**src/rtl/fp_pkg.sv**
```systemverilog
`default_nettype none
// ============================================================
// fp_pkg : shared types and constants for the FP divider/multiplier
// Rev 1.0
// ============================================================
package fp_pkg;

    typedef enum logic [1:0] {
        ST_IDLE  = 2'd0,
        ST_CALC  = 2'd1,
        ST_ROUND = 2'd2,
        ST_DONE  = 2'd3
    } state_t;

    localparam int FLAG_W  = 5;
    localparam int FLAG_NV = 4;
    localparam int FLAG_DZ = 3;
    localparam int FLAG_OF = 2;
    localparam int FLAG_UF = 1;
    localparam int FLAG_NX = 0;

    function automatic int unsigned fp_bias(input int unsigned exp_w);
        return (32'd1 << (exp_w - 32'd1)) - 32'd1;
    endfunction

    // Quiet NaN: positive, all-ones exponent, fraction MSB set; word width up to 64.
    function automatic logic [63:0] fp_canon_nan(input int unsigned exp_w, input int unsigned frac_w);
        logic [63:0] v;
        v = '0;
        for (int unsigned i = 0; i < exp_w; i++) begin
            v[frac_w + i] = 1'b1;
        end
        v[frac_w - 32'd1] = 1'b1;
        return v;
    endfunction

endpackage
`default_nettype wire

```
**src/rtl/fp_classify.sv**
```systemverilog
`default_nettype none
// ============================================================
// fp_classify : combinational field decode of one FP operand
// Rev 1.0
// ============================================================
module fp_classify #(
    parameter int EXP_W  = 8,
    parameter int FRAC_W = 23
) (
    input  logic [EXP_W+FRAC_W:0] i_op,
    output logic                  o_sign,
    output logic [EXP_W-1:0]      o_exp,
    output logic [FRAC_W:0]       o_mant,
    output logic                  o_is_zero,
    output logic                  o_is_inf,
    output logic                  o_is_qnan,
    output logic                  o_is_snan,
    output logic                  o_is_sub
);

    logic [FRAC_W-1:0] w_frac;
    logic              w_exp_zero;
    logic              w_exp_ones;
    logic              w_frac_zero;

    assign o_sign      = i_op[EXP_W+FRAC_W];
    assign o_exp       = i_op[EXP_W+FRAC_W-1:FRAC_W];
    assign w_frac      = i_op[FRAC_W-1:0];
    assign w_exp_zero  = (o_exp == '0);
    assign w_exp_ones  = (o_exp == '1);
    assign w_frac_zero = (w_frac == '0);

    assign o_mant    = {~w_exp_zero, w_frac};
    assign o_is_zero = w_exp_zero & w_frac_zero;
    assign o_is_sub  = w_exp_zero & ~w_frac_zero;
    assign o_is_inf  = w_exp_ones & w_frac_zero;
    assign o_is_qnan = w_exp_ones & w_frac[FRAC_W-1];
    assign o_is_snan = w_exp_ones & ~w_frac[FRAC_W-1] & ~w_frac_zero;

endmodule
`default_nettype wire

```
**src/rtl/fp_div_iter.sv**
```systemverilog
`default_nettype none
// ============================================================
// fp_div_iter : iterative restoring FP divider with RNE rounding
// Rev 1.0
// ============================================================
module fp_div_iter
    import fp_pkg::*;
#(
    parameter int EXP_W  = 8,
    parameter int FRAC_W = 23
) (
    input  logic                    i_clk,
    input  logic                    i_rst_n,
    input  logic                    i_valid,
    output logic                    o_ready,
    input  logic [EXP_W+FRAC_W:0]   i_a,
    input  logic [EXP_W+FRAC_W:0]   i_b,
    output logic                    o_valid,
    output logic [EXP_W+FRAC_W:0]   o_result,
    output logic [FLAG_W-1:0]       o_flags
);

    localparam int W     = 1 + EXP_W + FRAC_W;
    localparam int N     = FRAC_W + 3;
    localparam int CNT_W = $clog2(N + 1);
    localparam int EW    = EXP_W + 2;
    localparam int MW    = FRAC_W + 1;

    localparam logic [W-1:0]     C_NAN     = W'(fp_canon_nan(EXP_W, FRAC_W));
    localparam logic [EW-1:0]    C_BIAS    = EW'(fp_bias(EXP_W));
    localparam logic [EW-1:0]    C_EXP_MAX = EW'((1 << EXP_W) - 1);
    localparam logic [EW-1:0]    C_ONE     = EW'(1);
    localparam logic [CNT_W-1:0] C_LAST    = CNT_W'(N - 1);

    logic              a_sign, b_sign;
    logic [EXP_W-1:0]  a_exp, b_exp;
    logic [FRAC_W:0]   a_mant, b_mant;
    logic              a_is_zero, a_is_inf, a_is_qnan, a_is_snan, a_is_sub;
    logic              b_is_zero, b_is_inf, b_is_qnan, b_is_snan, b_is_sub;

    fp_classify #(.EXP_W(EXP_W), .FRAC_W(FRAC_W)) u_cls_a (
        .i_op(i_a), .o_sign(a_sign), .o_exp(a_exp), .o_mant(a_mant),
        .o_is_zero(a_is_zero), .o_is_inf(a_is_inf), .o_is_qnan(a_is_qnan),
        .o_is_snan(a_is_snan), .o_is_sub(a_is_sub)
    );

    fp_classify #(.EXP_W(EXP_W), .FRAC_W(FRAC_W)) u_cls_b (
        .i_op(i_b), .o_sign(b_sign), .o_exp(b_exp), .o_mant(b_mant),
        .o_is_zero(b_is_zero), .o_is_inf(b_is_inf), .o_is_qnan(b_is_qnan),
        .o_is_snan(b_is_snan), .o_is_sub(b_is_sub)
    );

    state_t            state_q, state_d;
    logic              ready_q, ready_d;
    logic              valid_q, valid_d;
    logic [W-1:0]      result_q, result_d;
    logic [FLAG_W-1:0] flags_q, flags_d;
    logic [MW:0]       rem_q, rem_d;
    logic [MW-1:0]     div_q, div_d;
    logic [N-1:0]      quo_q, quo_d;
    logic [EW-1:0]     exp_q, exp_d;
    logic              sign_q, sign_d;
    logic [CNT_W-1:0]  cnt_q, cnt_d;

    logic              w_a_zero, w_b_zero, w_sign, w_special, w_pre, w_accept;
    logic [W-1:0]      w_spec_res;
    logic [FLAG_W-1:0] w_spec_flags;
    logic [MW:0]       w_rem_init;
    logic [EW-1:0]     w_exp_init;

    // Subnormals count as zero everywhere in the decode below.
    always_comb begin
        w_a_zero     = a_is_zero | a_is_sub;
        w_b_zero     = b_is_zero | b_is_sub;
        w_sign       = a_sign ^ b_sign;
        w_special    = 1'b1;
        w_spec_res   = C_NAN;
        w_spec_flags = '0;
        if (a_is_snan | b_is_snan | (w_a_zero & w_b_zero) | (a_is_inf & b_is_inf)) begin
            w_spec_flags[FLAG_NV] = 1'b1;
        end else if (a_is_qnan | b_is_qnan) begin
            w_spec_res = C_NAN;
        end else if (a_is_inf) begin
            w_spec_res = {w_sign, {EXP_W{1'b1}}, {FRAC_W{1'b0}}};
        end else if (w_b_zero) begin
            w_spec_res            = {w_sign, {EXP_W{1'b1}}, {FRAC_W{1'b0}}};
            w_spec_flags[FLAG_DZ] = 1'b1;
        end else if (w_a_zero | b_is_inf) begin
            w_spec_res = {w_sign, {(W-1){1'b0}}};
        end else begin
            w_special  = 1'b0;
            w_spec_res = '0;
        end
        w_pre      = (a_mant < b_mant);
        w_rem_init = w_pre ? {a_mant, 1'b0} : {1'b0, a_mant};
        w_exp_init = {2'b00, a_exp} - {2'b00, b_exp} + C_BIAS - EW'(w_pre);
    end

    logic              w_ge;
    logic [MW:0]       w_rem_sub;
    logic              w_guard, w_round, w_sticky, w_up, w_carry;
    logic [MW:0]       w_mant_r;
    logic [FRAC_W-1:0] w_frac_r;
    logic [EW-1:0]     w_exp_r;
    logic [W-1:0]      w_rnd_res;
    logic [FLAG_W-1:0] w_rnd_flags;

    always_comb begin
        w_ge      = (rem_q >= {1'b0, div_q});
        w_rem_sub = rem_q - (w_ge ? {1'b0, div_q} : {(MW+1){1'b0}});

        // quo_q = {hidden, fraction, guard, round}
        w_guard  = quo_q[1];
        w_round  = quo_q[0];
        w_sticky = |rem_q;
        w_up     = w_guard & (w_round | w_sticky | quo_q[2]);
        w_mant_r = {1'b0, quo_q[N-1:2]} + {{MW{1'b0}}, w_up};
        w_carry  = w_mant_r[MW];
        w_frac_r = w_carry ? {FRAC_W{1'b0}} : w_mant_r[FRAC_W-1:0];
        w_exp_r  = exp_q + EW'(w_carry);

        w_rnd_res            = {sign_q, w_exp_r[EXP_W-1:0], w_frac_r};
        w_rnd_flags          = '0;
        w_rnd_flags[FLAG_NX] = w_guard | w_round | w_sticky;
        if ($signed(w_exp_r) >= $signed(C_EXP_MAX)) begin
            w_rnd_res            = {sign_q, {EXP_W{1'b1}}, {FRAC_W{1'b0}}};
            w_rnd_flags[FLAG_OF] = 1'b1;
            w_rnd_flags[FLAG_NX] = 1'b1;
        end else if ($signed(w_exp_r) < $signed(C_ONE)) begin
            w_rnd_res            = {sign_q, {(W-1){1'b0}}};
            w_rnd_flags[FLAG_UF] = 1'b1;
            w_rnd_flags[FLAG_NX] = 1'b1;
        end
    end

    always_comb begin
        state_d  = state_q;
        valid_d  = 1'b0;
        result_d = result_q;
        flags_d  = flags_q;
        rem_d    = rem_q;
        div_d    = div_q;
        quo_d    = quo_q;
        exp_d    = exp_q;
        sign_d   = sign_q;
        cnt_d    = cnt_q;
        w_accept = i_valid & ready_q;
        case (state_q)
            ST_IDLE, ST_DONE: begin
                state_d = ST_IDLE;
                if (w_accept) begin
                    if (w_special) begin
                        state_d  = ST_DONE;
                        valid_d  = 1'b1;
                        result_d = w_spec_res;
                        flags_d  = w_spec_flags;
                    end else begin
                        state_d = ST_CALC;
                        rem_d   = w_rem_init;
                        div_d   = b_mant;
                        quo_d   = '0;
                        exp_d   = w_exp_init;
                        sign_d  = w_sign;
                        cnt_d   = '0;
                    end
                end
            end
            ST_CALC: begin
                rem_d = {w_rem_sub[MW-1:0], 1'b0};
                quo_d = {quo_q[N-2:0], w_ge};
                cnt_d = cnt_q + CNT_W'(1);
                if (cnt_q == C_LAST) begin
                    state_d = ST_ROUND;
                end
            end
            ST_ROUND: begin
                state_d  = ST_DONE;
                valid_d  = 1'b1;
                result_d = w_rnd_res;
                flags_d  = w_rnd_flags;
            end
            default: state_d = ST_IDLE;
        endcase
        ready_d = (state_d == ST_IDLE) || (state_d == ST_DONE);
    end

    always_ff @(posedge i_clk or negedge i_rst_n) begin
        if (!i_rst_n) begin
            state_q  <= ST_IDLE;
            ready_q  <= 1'b1;
            valid_q  <= 1'b0;
            result_q <= '0;
            flags_q  <= '0;
            rem_q    <= '0;
            div_q    <= '0;
            quo_q    <= '0;
            exp_q    <= '0;
            sign_q   <= 1'b0;
            cnt_q    <= '0;
        end else begin
            state_q  <= state_d;
            ready_q  <= ready_d;
            valid_q  <= valid_d;
            result_q <= result_d;
            flags_q  <= flags_d;
            rem_q    <= rem_d;
            div_q    <= div_d;
            quo_q    <= quo_d;
            exp_q    <= exp_d;
            sign_q   <= sign_d;
            cnt_q    <= cnt_d;
        end
    end

    assign o_ready  = ready_q;
    assign o_valid  = valid_q;
    assign o_result = result_q;
    assign o_flags  = flags_q;

endmodule
`default_nettype wire

```
**config.mk**
```make
export PLATFORM = sky130hd
export DESIGN_NAME = fp_div_iter
export DESIGN_NICKNAME = d
export VERILOG_FILES = /design/src/rtl/fp_pkg.sv /design/src/rtl/fp_classify.sv /design/src/rtl/fp_div_iter.sv
export SDC_FILE = /design/constraint.sdc
export NUM_CORES = 1
export LEC_CHECK = 0
export ABC_AREA = 1
export CORE_MARGIN = 2
export CORE_UTILIZATION = 53
export DETAILED_ROUTE_END_ITERATION = 16
export GPL_TIMING_DRIVEN = 0
export PLACE_DENSITY = 0.81
export SETUP_SLACK_MARGIN = 0.05
export SYNTH_ARGS = -nofsm -noshare
export SYNTH_HDL_FRONTEND = slang
export SYNTH_SLANG_ARGS = --single-unit
```
**constraint.sdc**
```tcl
create_clock -name i_clk -period 3.7 [get_ports i_clk]
set_clock_uncertainty 0.2 [all_clocks]
set_input_delay 0.37 -clock i_clk [delete_from_list [all_inputs] [get_ports i_clk]]
set_output_delay 0.37 -clock i_clk [all_outputs]
set_load 0.01 [all_outputs]
```
======== Word level (Yosys, flattened, before mapping) ========
Index checks and enable logic that the tools add are counted.
cells by class
  add/sub/neg operators ................... 7
  $lt $le $gt $ge ......................... 4
  equality and inequality tests ........... 10
  mux-type cells .......................... 46
  bitwise operators ....................... 35
  reduce and logical (&&, ||, !) cells .... 14
operator list
  cell                    count
  $mux W32                7
  $mux W25                3
  $pmux W32 S2            1
  $mux W31                2
  $mux W26                2
  $pmux W26 S2            1
  $pmux W25 S2            1
  $logic_not A23 Y1       2
  $add A24 B1 Y25         1
  $ge A25 B24 Y1          1
  $reduce_or A25 Y1       1
  $lt A24 B24 Y1          1
  $mux W24                1
  $sub A24 B24 Y24        1
  $mux W23                1
  $mux W5                 4
  $pmux W5 S2             2
  $and A1 B1 Y1           16
  $eq A8 B8 Y1 const B    2
  $logic_not A8 Y1        2
  $mux W1                 15
  $or A1 B1 Y1            11
  $add A10 B1 Y10         1
  $add A9 B8 Y10 const B  1
  19 further kinds        36
word-level totals
  flip-flop bits (word level) ............. 132

======== Depth between registers and ports, before layout ========
Gate-level depths: netlist (run 1).
  depth after elaboration ................. 15
  gate-level depth with buffers ........... 27
  gate-level depth less buffers ........... 27

======== By module ========
From an unflattened synthesis (run 1), not the netlist that was laid out.
unflattened totals
  cell total of the unflattened synthesis .. 1,569
  area, all modules ....................... 10,939.2 sq um
modules (own cells, without submodules)
  module       times used  cells an instance  area an instance (sq um)  sequential area each (sq um)
  fp_div_iter  1           1,417              10,095.9                  3,304.4
  fp_classify  2           76                 421.7                     0.0

======== Worst setup path before layout (run 1) ========
OpenSTA, ideal clock, no wires.
  path type ............................... in2reg
  start point ............................. input port i_a[28]
  end point ............................... register exp_q[7]
  arrival time ............................ 3.511 ns
  required time ........................... 3.374 ns
  setup slack ............................. -0.137 ns
  cell stages on the path ................. 22
  path through ............................ nor2_1 nand3_1 nor2_1 inv_1 ha_1 a21oi_1 o21a_1 nand2_1 nor2_2 nand2_1 buf_2 buf_6 ha_1 ha_1 fa_1 nand3_1 nand2_1 a21oi_1 o21bai_1 or2_2 nand3_1 o21ai_0
on the way
  longest elaborated chain between the ends .. 11
  elaborated cells on any way between the ends .. 28
  classes of those cells .................. add/sub (3); order compare (1); eq/ne (1); mux (5); bitwise (16); reduce/logical (2)
ends and longest elaborated chain
  element                                                                  line                RTL
  start, declared                                                          fp_div_iter.sv:16   input logic [EXP_W+FRAC_W:0] i_a,
  parallel branches: the longest is 11 deep, another holds $add A9 B8 Y10  -
  end signal, assigned                                                     fp_div_iter.sv:209  exp_q <= exp_d;
  end, declared                                                            fp_div_iter.sv:61   logic [EW-1:0] exp_q, exp_d;
Several ways; the timed one is not identified.
A chain may end at the register's enable or synchronous reset.

======== Worst setup path in the final report (run 1) ========
  start point ............................. register quo_q[2]
  end point ............................... register result_q[9], in the netlist o_result[9]
on the way
  longest elaborated chain between the ends .. 8
  elaborated cells on any way between the ends .. 10
  classes of those cells .................. add/sub (2); order compare (2); mux (4); bitwise (2)
ends and longest elaborated chain
  element                 line                RTL
  start, declared         fp_div_iter.sv:60   logic [N-1:0] quo_q, quo_d;
  start signal, assigned  fp_div_iter.sv:208  quo_q <= quo_d;
  $or A1 B1 Y1            fp_div_iter.sv:116  w_up = w_guard & (w_round | w_sticky | quo_q[2]);
  $and A1 B1 Y1           fp_div_iter.sv:116
  $add A24 B1 Y25 *       fp_div_iter.sv:117  w_mant_r = {1'b0, quo_q[N-1:2]} + {{MW{1'b0}}, w_up};
  $add A10 B1 Y10         fp_div_iter.sv:120  w_exp_r = exp_q + EW'(w_carry);
  $lt A10 B2 Y1           fp_div_iter.sv:129  end else if ($signed(w_exp_r) < $signed(C_ONE)) begin
  $mux W31                fp_div_iter.sv:129
  $mux W31 *              fp_div_iter.sv:125  if ($signed(w_exp_r) >= $signed(C_EXP_MAX)) begin
  $pmux W32 S2 *          fp_div_iter.sv:148  case (state_q)
  end signal, assigned    fp_div_iter.sv:204  result_q <= result_d;
  end, declared           fp_div_iter.sv:56   logic [W-1:0] result_q, result_d;
Every way passes the cells marked *; elsewhere a longest branch is shown, timed or not.

==> flow_metrics.py, run 1 <==
metrics = {
    "run_status": {
        "status": "finished, violations left",
        "violations": "setup timing",
    },
    "route": {
        "dr_total_vias": 11800,
        "drt_wl_total_um": 36400,
        "top_layer": "met4",
        "route.detailed.drc": 0,
        "drtPass1Iterations": 6,
        "wl_met2_um": 17000,
        "met3WireLength_um": 3370,
        "initialDrtViolationCount": 1348,
        "postRouteAntennaNets": 0,
        "m1WireLength_um": 14600,
        "post_drt_wl_per_cell_um": 17.6,
        "viasPerCell": 5.72,
    },
    "critical_path": {
        "cpMostUsedCell": "buf_4",
        "path_buf_inv": 15,
        "cp_data_arrival_time_ns": 3.87,
        "start_kind": "register",
        "cp.required_ns": 3.83,
        "cp_top_family": "buffers and inverters",
        "slowest_stage": "dfrtp_1",
        "critical_path.max_fanout": 5,
        "cp-end-kind": "register",
        "path_class": "reg2reg",
        "cp_slowest_stage_delay_ns": 0.37,
    },
    "power": {
        "p_leak_nw": 7.08,
        "sw_frac_of_total_pct": 47.9,
        "pwr-share-comb_pct": 62.8,
        "p_sw_mw": 5.12,
        "clkPwrFrac_pct": 15.8,
        "p_int_mw": 5.58,
        "pwr_density_cell_nw_per_um2": 745,
        "ir_drop_uv": 362,
        "power_frac_seq_pct": 21.4,
    },
    "sta": {
        "rsz0062_at_grt": "yes",
        "setup_ws_ns": -0.0359,
        "relSlewSlack_pct": 43.1,
        "finalMaxSlewViolations": 0,
        "timing.fmax_mhz": 268,
        "setup_viol": 7,
        "final.period_utilization_pct": 101,
        "hold_viol_final": 0,
        "period_needed_ns": 3.74,
        "worst_pin_slew_ns": 0.853,
        "fin_hold_ws_ns": 0.273,
        "setup_tns_ns": -0.112,
    },
    "global_routing": {
        "grt_pass1_vias": 11000,
        "antenna_found_initial": 0,
        "grt_pass1_wl_um": 55700,
        "grt_max_degree": 72,
        "grt_overflow": 0,
        "grt_usage_pct": 32.6,
    },
    "placement": {
        "place_congestion": 0.965,
        "dp_slack_ns": -1.13,
        "port_buffers": 105,
        "post-dp-hpwl_um": 24900,
    },
    "floorplan": {
        "initial_core_util_pct": 54.4,
        "die_y_um": 146,
        "core_um2": 19700,
        "dieArea_um2": 21300,
        "die_w_um": 146,
        "ioPinCount": 106,
        "rows": 51,
    },
    "clocking": {
        "clk_pin_slew_ns": 0.06,
        "clock_latency_ns": 0.44,
        "cts_tree": "built",
        "clk_path_buf_depth": 2,
        "cts_buffers": 17,
        "cts_max_level": 4,
        "cts.sinks": 132,
        "cts_root_buffer": "clkbuf_16",
    },
    "synthesis": {
        "ys_types": 44,
        "synth_edf_count": 0,
        "synthFlopType": "dfrtp_1",
        "async_reset_ff_share_pct": 100,
        "syn_avg_cell_area_um2": 6.77,
        "yosysWarnings": 0,
        "synth_top_area_cell": "dfrtp_1",
        "synth_seq_cells": 132,
        "synth.area.top_cells": "dfrtp_1 (31%), nand2_1 (18%), ha_1 (11%)",
        "synthCells": 1579,
        "syn_area_um2": 10700,
        "synth_top_cell_area_share_pct": 30.7,
        "ys_seq_area_share_pct": 30.9,
        "syn_nets": 1742,
    },
    "run": {
        "cap_violations": 0,
    },
    "hold_path": {
        "hp-class": "reg2reg",
    },
    "finish": {
        "syn2layout_area_growth_pct": 34.3,
        "num_antenna_cells": 0,
        "drive_gt1_share_pct": 19.3,
        "fin_nets": 1951,
    },
}
-- path summary, 6_finish.rpt --
check	to	from	depth (start not counted)	slack (ns)
hold / removal	o_result[25]	o_result[25]	2	0.27
setup reg to reg	o_result[9]	quo_q[2]	26	-0.04
hold reg to reg	o_result[25]	o_result[25]	2	0.27
min in group asynchronous	rem_q[17]	i_rst_n	2	0.35
max in group asynchronous	o_ready	i_rst_n	3	2.15
setup / recovery	o_result[9]	quo_q[2]	26	-0.04
-- per-layer routing --
layer	vias to the layer above	global-route usage (%)
met2	644	52.9
met4	0	12.3
met5	-	0
met1	5481	43.0
met3	155	6.93
li1	5543	-
-- cells by family (layout without fill, tap and decap cells) --
family	count (synthesis)	count (layout)	synth area share [%]
fa+ha+maj	96	96	11.4
simple gates	884	884	35.4
buf+inv	236	458	9.30
compound gates	194	194	9.79
xor+xnor	37	37	3.10
flops	132	132	30.9
-- cells in the final DEF (no fill, tap or decap), types with 15 or more instances in the layout --
cell type and n:
nand4_1 24, nand2_1 460, a21oi_2 19, clkbuf_1 16
xor2_1 29, ha_1 68, inv_1 167, nor2_1 114
nand3_1 147, o21ai_1 49, dfrtp_1 126, a21oi_1 48
ha_4 21, nand2_2 41, buf_6 18, o21ai_0 43
dlygate4sd2_1 15, clkdlybuf4s50_1 87, clkbuf_16 19, buf_4 77
inv_2 17
-- worst min-delay path, stage by stage, from the launching register on --
cell and delay [ns]:
dfrtp_1 0.34, nand2_1 0.05, nand2_1 0.05
-- final cells by class --
class                      instances  area, um2
buffer                            47        307
clock inverter                    11       98.8
sequential                       132       3310
timing repair buffer             191       1790
fill                            1569       5300
multi-input combinational       1211       7330
tap                              265        332
inverter                         188        711
clock buffer                      21        480
-- cell usage after synthesis, drive strengths merged (10+ instances only) --
cell,n
nor3,37
dfrtp,131
nor2,131
nand2,507
xor2,30
clkbuf,18
a21oi,72
nand3,163
nand3b,10
ha,93
nand4,24
inv,186
buf,30
o21ai,100
-- flip-flops by register name, summed over array words and instances (netlist names) --
signal and count:
cnt_q 5, div_q 24, exp_q 10, o_flags 5
o_ready 1, o_result 32, o_valid 1, quo_q 26
rem_q 25, sign_q 1, state_q 2
-- power by group through the flow --
stage / Sequential [mW] / Combinational (mW) / Clock [mW]
2_1_floorplan: 2.13 / 3.41 / 0
3_3_place_gp: 2.22 / 4.56 / 0
3_5_place_dp: 2.23 / 4.67 / 0
4_1_cts: 2.22 / 5.14 / 1.69
5_1_grt: 2.32 / 7.31 / 1.76
6_report: 2.29 / 6.72 / 1.69
-- timing repair --
item / 4_1_cts / 5_1_grt
buffers inserted: 56 / 27
setup endpoints to repair: 61 / 54
pin swaps: 54 / 83
hold endpoints to repair: 70 / 0
hold buffers: 1 / 0
gates cloned: 2 / 2
gates resized for setup: 114 / 144
-- through the flow --
step	cell area (um2)	total power, mW	cells	util, %
after floorplan	10700	5.53	1579	-
after global placement	12100	6.78	1949	61.5
after detailed placement	12100	6.90	1950	61.7
after CTS	13500	9.04	2040	68.7
after global routing	14400	11.4	2066	73.1
final	14400	10.7	2066	73.1
Note: power is estimated with default switching activity, not from simulation.
==> inputs of run 2 (changes only) <==
Settings changed: GPL_ROUTABILITY_DRIVEN from default to 1.
==> results of run 2 <==
The final DEF is identical to that of run 1; final timing and power are the same.
==> inputs of run 3 (changes only) <==
Settings changed: CAP_MARGIN from default to 20, SKIP_CTS_REPAIR_TIMING from default to 1, SKIP_LAST_GASP from default to 1.
==> flow_metrics.py, run 3 (synthesis results as in run 1) <==
metrics = {
    "critical_path": {
        "cp_data_arrival_time_ns": 4.15,
        "path_class": "reg2reg",
        "critical_path.max_fanout": 5,
        "start_kind": "register",
        "cp-end-kind": "register",
        "cp.required_ns": 3.83,
    },
    "clocking": {
        "clock_latency_ns": 0.44,
        "cts_tree": "built",
        "cts_max_level": 4,
        "cts_root_buffer": "clkbuf_16",
        "clk_path_buf_depth": 2,
        "clk_pin_slew_ns": 0.06,
        "cts_buffers": 17,
        "cts.sinks": 132,
    },
    "global_routing": {
        "grt_pass1_wl_um": 52400,
        "grt_usage_pct": 30.5,
        "grt_pass1_vias": 10300,
        "grt_max_degree": 72,
        "antenna_found_initial": 0,
        "grt_overflow": 0,
    },
    "sta": {
        "rsz0062_at_grt": "yes",
        "timing.fmax_mhz": 249,
        "finalMaxSlewViolations": 0,
        "period_needed_ns": 4.02,
        "final.period_utilization_pct": 109,
        "relSlewSlack_pct": 47.4,
        "worst_pin_slew_ns": 0.789,
        "setup_ws_ns": -0.322,
        "setup_viol": 42,
        "hold_viol_final": 0,
        "fin_hold_ws_ns": 0.174,
    },
    "run_status": {
        "violations": "setup timing",
        "status": "finished, violations left",
    },
    "finish": {
        "num_antenna_cells": 0,
        "final_cell_mix": "nand2_1 (464), inv_1 (163), nand3_1 (143)",
        "fin_util_pct": 73.7,
        "fin_cells": 2059,
        "syn2layout_area_growth_pct": 35.6,
        "largest_reg_flops": 32,
        "final_common_cell": "nand2_1",
        "fin_nets": 1944,
        "drive_gt1_share_pct": 20.4,
    },
    "route": {
        "postRouteAntennaNets": 0,
        "drt_wl_total_um": 36400,
        "dr_total_vias": 11800,
        "post_drt_wl_per_cell_um": 17.7,
        "initialDrtViolationCount": 1388,
        "viasPerCell": 5.73,
        "route.detailed.drc": 0,
        "drtPass1Iterations": 6,
    },
    "floorplan": {
        "rows": 51,
        "die_w_um": 146,
        "initial_core_util_pct": 54.4,
        "core_um2": 19700,
        "die_y_um": 146,
        "ioPinCount": 106,
        "dieArea_um2": 21300,
    },
    "placement": {
        "place_congestion": 0.965,
        "dp_cells": 1950,
        "port_buffers": 105,
        "post-dp-hpwl_um": 24900,
        "dp_slack_ns": -1.13,
    },
    "power": {
        "p_leak_nw": 7.12,
        "ir_drop_uv": 371,
        "pwr_density_cell_nw_per_um2": 767,
    },
    "run": {
        "cap_violations": 0,
    },
    "hold_path": {
        "hp-class": "in2reg",
    },
}
## run 3: cell types whose count changed in the layout (fill, tap and decap cells not counted), moves of 5 or more
cell            previous run  this run
buf_4                     77        71
dlygate4sd2_1             15         0
dlymetal6s2s_1             1        18
ha_1                      68        60
ha_4                      21        31
inv_2                     17        22
nor3_2                     9        19
nor3_4                    14         7
## run 3: worst max-delay path, stage by stage, from the launching register on
cell       delay (ns)
dfrtp_1          0.38
nand2_2          0.10
inv_2            0.09
ha_4             0.15
nand3_4          0.10
nor3_4           0.24
nand3_2          0.14
nor2_1           0.14
nand2_1          0.10
nor3_2           0.16
nand3_1          0.10
nor3_2           0.24
ha_2             0.25
ha_4             0.21
or2_4            0.22
nor2_1           0.11
nand3_1          0.09
nor2_1           0.11
nand3b_1         0.17
nand3_4          0.21
clkbuf_16        0.19
nor3_4           0.04
nand2_1          0.10
nand2_1          0.05
## run 3: cell type report
class                           count  area, um2
Multi-Input combinational cell   1212       7450
Fill cell                        1551       5160
Sequential cell                   132       3320
Timing Repair Buffer              183       1790
Inverter                          188        708
Clock buffer                       21        480
Tap cell                          265        332
Buffer                             47        315
Clock inverter                     11       98.8
## run 3: power breakdown
group	internal [mW]	switching, mW	total [mW]
clock	0.995	0.697	1.69
sequential	1.83	0.478	2.31
combinational	3.01	4.10	7.11
## run 3: stage by stage
stage | TNS (ns) | cell area, um2 | total power, mW
6_report | -7.29 | 14500 | 11.1
5_1_grt | -16.17 | 14500 | 11.8
4_1_cts | -30.59 | 12700 | 8.61
3_5_place_dp | -32.41 | 12100 | 6.90
3_3_place_gp | -474.32 | 12100 | 6.78
2_1_floorplan | 0 | 10700 | 5.53
## run 3: path summary, 6_finish.rpt
path / depth (start not counted) / slack, ns / start / end
setup / recovery: 23 / -0.32 / quo_q[2] / o_result[18]
min in group asynchronous: 2 / 0.35 / i_rst_n / rem_q[17]
hold reg to reg: 2 / 0.27 / o_result[25] / o_result[25]
max in group asynchronous: 3 / 2.15 / i_rst_n / o_ready
setup reg to reg: 23 / -0.32 / quo_q[2] / o_result[18]
hold / removal: 3 / 0.17 / i_b[22] / div_q[22]
## run 3: metal layers
metal / track usage, % / routed length [um]
met1: 42.3 / 14700
met2: 48.7 / 17100
met3: 5.67 / 3460
met4: 9.37 / 1210
met5: 0 / 0
